### src/rtl/mem_arbiter.sv
// rtl/mem_arbiter.sv - icache/dcache arbiter for the shared memory bus with tag-ownership tracking
package mem_arbiter_pkg;
  localparam int XLEN = 32;
  typedef enum logic [1:0] {
    BUS_NONE  = 2'h0,
    BUS_LOAD  = 2'h1,
    BUS_STORE = 2'h2
  } BUS_COMMAND;
endpackage

module mem_arbiter
  import mem_arbiter_pkg::*;
#(
  parameter int STARVE_LIMIT = 4
) (
  input  logic             clock,
  input  logic             reset,
  input  BUS_COMMAND       Icache2mem_command,
  input  logic [XLEN-1:0]  Icache2mem_addr,
  input  BUS_COMMAND       Dcache2mem_command,
  input  logic [XLEN-1:0]  Dcache2mem_addr,
  input  logic [63:0]      Dcache2mem_data,
  input  logic [3:0]       mem2proc_response,
  input  logic [63:0]      mem2proc_data,
  input  logic [3:0]       mem2proc_tag,
  output BUS_COMMAND       proc2mem_command,
  output logic [XLEN-1:0]  proc2mem_addr,
  output logic [63:0]      proc2mem_data,
  output logic [3:0]       mem2Icache_response,
  output logic [3:0]       mem2Dcache_response,
  output logic             mem2Icache_response_valid,
  output logic             mem2Dcache_response_valid,
  output logic [63:0]      mem2Icache_data,
  output logic [63:0]      mem2Dcache_data,
  output logic [3:0]       mem2Icache_tag,
  output logic [3:0]       mem2Dcache_tag,
  output logic             arb_error
);

  localparam logic [2:0] LIMIT = 3'(STARVE_LIMIT);

  logic [2:0]  starve_cnt;
  logic [15:0] tag_valid;
  logic [15:0] tag_dcache;
  logic        err_q;

  logic [2:0]  starve_eff;
  logic [15:0] valid_eff;
  logic        icache_req, dcache_req, grant_i, grant_d, accepted, ret_hit;
  BUS_COMMAND  granted_cmd;

  // During a reset cycle the outputs already see the cleared state.
  always_comb begin
    icache_req  = (Icache2mem_command != BUS_NONE);
    dcache_req  = (Dcache2mem_command != BUS_NONE);
    starve_eff  = reset ? 3'd0 : starve_cnt;
    valid_eff   = reset ? 16'd0 : tag_valid;
    grant_i     = icache_req && (!dcache_req || (starve_eff >= LIMIT));
    grant_d     = dcache_req && !grant_i;
    accepted    = (grant_i || grant_d) && (mem2proc_response != 4'd0);
    ret_hit     = (mem2proc_tag != 4'd0) && valid_eff[mem2proc_tag];
    granted_cmd = BUS_NONE;
    if (grant_i) granted_cmd = Icache2mem_command;
    else if (grant_d) granted_cmd = Dcache2mem_command;
  end

  always_comb begin
    proc2mem_command          = granted_cmd;
    proc2mem_addr             = '0;
    proc2mem_data             = '0;
    mem2Icache_response       = 4'd0;
    mem2Dcache_response       = 4'd0;
    mem2Icache_response_valid = 1'b0;
    mem2Dcache_response_valid = 1'b0;
    mem2Icache_data           = mem2proc_data;
    mem2Dcache_data           = mem2proc_data;
    mem2Icache_tag            = 4'd0;
    mem2Dcache_tag            = 4'd0;
    arb_error                 = err_q && !reset;
    if (grant_i) begin
      proc2mem_addr             = Icache2mem_addr;
      mem2Icache_response       = mem2proc_response;
      mem2Icache_response_valid = 1'b1;
    end else if (grant_d) begin
      proc2mem_addr             = Dcache2mem_addr;
      proc2mem_data             = Dcache2mem_data;
      mem2Dcache_response       = mem2proc_response;
      mem2Dcache_response_valid = 1'b1;
    end
    if (ret_hit) begin
      if (tag_dcache[mem2proc_tag]) mem2Dcache_tag = mem2proc_tag;
      else                          mem2Icache_tag = mem2proc_tag;
    end
  end

  // A return and a re-allocation of the same tag in one cycle is legal: the allocation write lands last.
  always_ff @(posedge clock) begin
    if (reset) begin
      starve_cnt <= 3'd0;
      tag_valid  <= '0;
      tag_dcache <= '0;
      err_q      <= 1'b0;
    end else begin
      if (!icache_req || (grant_i && (mem2proc_response != 4'd0)))
        starve_cnt <= 3'd0;
      else if (starve_cnt != 3'd7)
        starve_cnt <= starve_cnt + 3'd1;

      if (mem2proc_tag != 4'd0) begin
        if (tag_valid[mem2proc_tag]) tag_valid[mem2proc_tag] <= 1'b0;
        else                         err_q <= 1'b1;
      end

      if (accepted && (granted_cmd == BUS_LOAD)) begin
        if (tag_valid[mem2proc_response] && (mem2proc_response != mem2proc_tag))
          err_q <= 1'b1;
        tag_valid[mem2proc_response]  <= 1'b1;
        tag_dcache[mem2proc_response] <= grant_d;
      end
    end
  end

endmodule

### config.mk
export PLATFORM = sky130hd
export DESIGN_NAME = mem_arbiter
export DESIGN_NICKNAME = d
export VERILOG_FILES = /design/src/rtl/mem_arbiter.sv
export SDC_FILE = /design/constraint.sdc
export NUM_CORES = 1
export LEC_CHECK = 0
export ABC_AREA = 1
export BUFFER_PORTS_ARGS = -buffer_cell sky130_fd_sc_hd__buf_2
export CORE_AREA = 3 3 172 174
export CTS_BUF_LIST = sky130_fd_sc_hd__clkbuf_2
export CTS_CLUSTER_SIZE = 28
export DETAILED_ROUTE_END_ITERATION = 7
export DIE_AREA = 0 0 175 177
export GPL_ROUTABILITY_DRIVEN = 0
export SYNTH_ARGS = -nofsm -noshare
export SYNTH_HDL_FRONTEND = slang
export SYNTH_SLANG_ARGS = --single-unit
### constraint.sdc
create_clock -name clock -period 1.5 [get_ports clock]
set_input_delay 0.075 -clock clock [delete_from_list [all_inputs] [get_ports clock]]
set_output_delay 0.075 -clock clock [all_outputs]
set_load 0.01 [all_outputs]
==> flow_summary.yaml <==
status:
  outcome: "finished with violations"
  violations: "setup timing"
placement:
  dp_hpwl_um: 20700
  io_buffers: 258
  dpl-instance-area_um2: 5140
sta:
  slew_violations: 0
  period_needed_ns: 1.78
  rsz0062_at_grt: "yes"
  layout_setup_ws_ns: -0.276
  hold_violations: 0
  fin_skew_ns: 0.0192
  maxSlewHeadroom: 0.699
  post-route-period-util: 1.18
  setup_viol: 143
  worst-slew-pin-transition_ns: 0.451
  clock.fmax_ghz: 0.563
power:
  switching_power_mw: 1.45
  power_frac_seq: 0.283
  p_leak_nw: 3.36
  clkPwrFrac: 0.137
  p_sw_frac: 0.418
  p_int_mw: 2.03
  ir_drop_v: 0.000216
  power_density_nw_per_um2: 511
  pwr-share-comb: 0.579
global_route:
  grt_pass1_vias: 4830
  grt_pass1_wl_um: 33400
  grt_use_total: 0.148
  grt_overflow: 0
  antenna_found_initial: 8
  grt_max_degree: 63
setup_path:
  ff2ff_path_depth: 12
  endpoint_kind: "output pin"
  path_delay_family: "flip-flops"
  r2r_start: "starve_cnt[2]"
  cp_common_cell: "nand2_8"
  critPathLaunchType: "flop"
  critPathMaxStageDelay_ns: 0.37
  crit_path_cell_trace: "nand2_2 > nand2_4 > nand2_8 > nand2_8 > inv_8 > buf_12 > a22o_4 > buf_2"
  required_ns: 1.42
  crit_arrival_ns: 1.70
  worst-path-max-fanout: 10
  reg2reg_slack_ns: -0.20
  cp_num_buf_inv: 3
  critPathSlowestCell: "dfxtp_2"
  critical_path_class: "reg -> out"
  rr_endpoint: "tag_dcache[8]"
min_path:
  hold_class: "in -> reg"
  min_to: "starve_cnt[2]"
  min-delay-start: "reset"
  holdPathStages: 4
synthesis:
  yosysWarnings: 0
  post_synth.cell_area_avg_um2: 5.99
  yosys.area.top_type: "buf_4"
  syn_inst: 694
  synthesis.area_um2: 4160
  synth.net_count: 902
  yosysUniqueCellTypes: 26
  netlist.area_leader.share: 0.242
  ys_seq_area_frac: 0.173
  ys_ff_latch: 36
  synthTopCellsByArea: "buf_4 (24%), dfxtp_1 (17%), nand2_1 (15%)"
die:
  ioPinCount: 451
  core_region_area_um2: 27900
  fp-row-count: 61
  die_area_um2: 31000
  die_h_um: 177
  start_util: 0.149
  die_w_um: 175
detailed_routing:
  via_count: 5187
  antenna_left: 0
  drtIter0Drc: 321
  wl_per_cell_um: 20.8
  routed_wl_um: 25900
  first_pass_iters: 5
  via_per_inst: 4.16
  drc: 0
cells_and_area:
  register_area_um2: 749
  multiInputGateArea_um2: 2680
  drive_above_1_share: 0.555
  final_cell_area_um2: 6810
  areaGrowthSynthToFinish_pct: 63.6
  layout_common_cells: "buf_2 (191), nand2_1 (152), inv_1 (85)"
  final_common_cell: "buf_2"
  nets: 1076
  fin_util: 0.244
  fill_cells: 3130
clock_network:
  cts_made_buffers: 5
  cts_hold_buf: 0
  cts_max_level: 2
  clk_latency_ns: 0.40
  clock-sinks: 36
  clockBufferDepth: 2
  clk_transition_reported_paths_ns: 0.18
  cts_tree: "yes"
  root_buffer: "clkbuf_2"
job:
  drv_cap: 0
## kinds of logic (layout without fill, tap and decap cells)
kind of cell,Yosys count,in the layout,share of synthesized area
compound gates,76,76,0.129
xor+xnor,2,2,0.00421
fa+ha+maj,2,2,0.00601
buf+inv,249,424,0.359
flops,36,36,0.173
other cells,0,1,0
simple gates,329,329,0.328
## flip-flops by register name, indices dropped and copies added, names as in the netlist
signal,flops
err_q,1
tag_valid,16
starve_cnt,3
tag_dcache,16
## layer usage
metal  up-vias  track usage  part of all wire
met2       338        0.185              0.38
met3        98       0.0693              0.13
met1      2372        0.216              0.45
met5         -            0            0.0031
li1       2367            -                 -
met4        12       0.0489             0.036
## worst max path at each step
stage | from | end | slack (ns) | cells past startpoint
2_1_floorplan | starve_cnt[2] | proc2mem_addr[10] | 0.22 | 8
3_3_place_gp | starve_cnt[2] | err_q | -0.02 | 9
3_5_place_dp | mem2proc_response[0] | err_q | -0.004 | 9
4_1_cts | starve_cnt[2] | proc2mem_addr[17] | -0.29 | 7
5_1_grt | starve_cnt[2] | proc2mem_addr[17] | -0.41 | 8
6_report | starve_cnt[2] | proc2mem_addr[17] | -0.28 | 8
## power groups by stage
stage	clock network (mW)	registers [mW]	logic [mW]
detailed placement	0	1.00	1.34
CTS	0.494	0.984	1.40
global route	0.550	0.987	2.15
finish	0.478	0.985	2.02
global placement	0	1.00	1.33
floorplan	0	0.999	0.976
## final cells by class
cell class / count / area share
clock buffers: 6 / 0.00441
well taps: 378 / 0.0695
diodes: 1 / 0.000368
clock inverters: 2 / 0.00165
flip-flops and latches: 36 / 0.110
multi-input cells: 409 / 0.394
inverters: 92 / 0.0518
repair buffers: 324 / 0.369
## per-stage QoR
stage / instances / power, mW / setup slack [ns] / hold slack (ns) / setup TNS, ns
3_3_place_gp: 1212 / 2.33 / -0.0161 / 0.150 / -0.0161
4_1_cts: 1229 / 2.88 / -0.289 / 0.0284 / -24.90
5_1_grt: 1248 / 3.69 / -0.408 / 0.0246 / -44.02
3_5_place_dp: 1212 / 2.34 / -0.00378 / 0.150 / -0.00616
2_1_floorplan: 694 / 1.98 / 0.216 / 0.237 / 0
6_report: 1248 / 3.48 / -0.276 / 0.0386 / -25.16
## Yosys cell counts
cell,n
inv_1,85
buf_2,10
xor2_1,2
clkinv_1,1
dfxtp_1,36
nor2_1,114
a22o_1,32
a22oi_1,8
nand4_1,16
nor2_4,1
nand3_1,18
buf_6,6
clkbuf_1,7
nand2_4,2
buf_4,134
ha_1,2
o21ai_2,1
a21oi_4,1
inv_2,6
nand2_2,7
or2_4,1
nand2_1,166
o21ai_0,2
nand2_8,1
nor2_2,3
a21oi_1,32
## repair_timing
item	4_1_cts	5_1_grt
pin swaps	18	19
setup buffers	9	9
gates resized for setup	56	240
hold endpoints to repair	0	0
endpoints found under the setup margin	114	147
cloned	0	11
## tightest hold or removal path: stages
cell,delay (ns)
buf_2,0.12
inv_2,0.05
nand3_1,0.12
a21oi_1,0.05
Note: power is estimated with default switching activity, not from simulation.
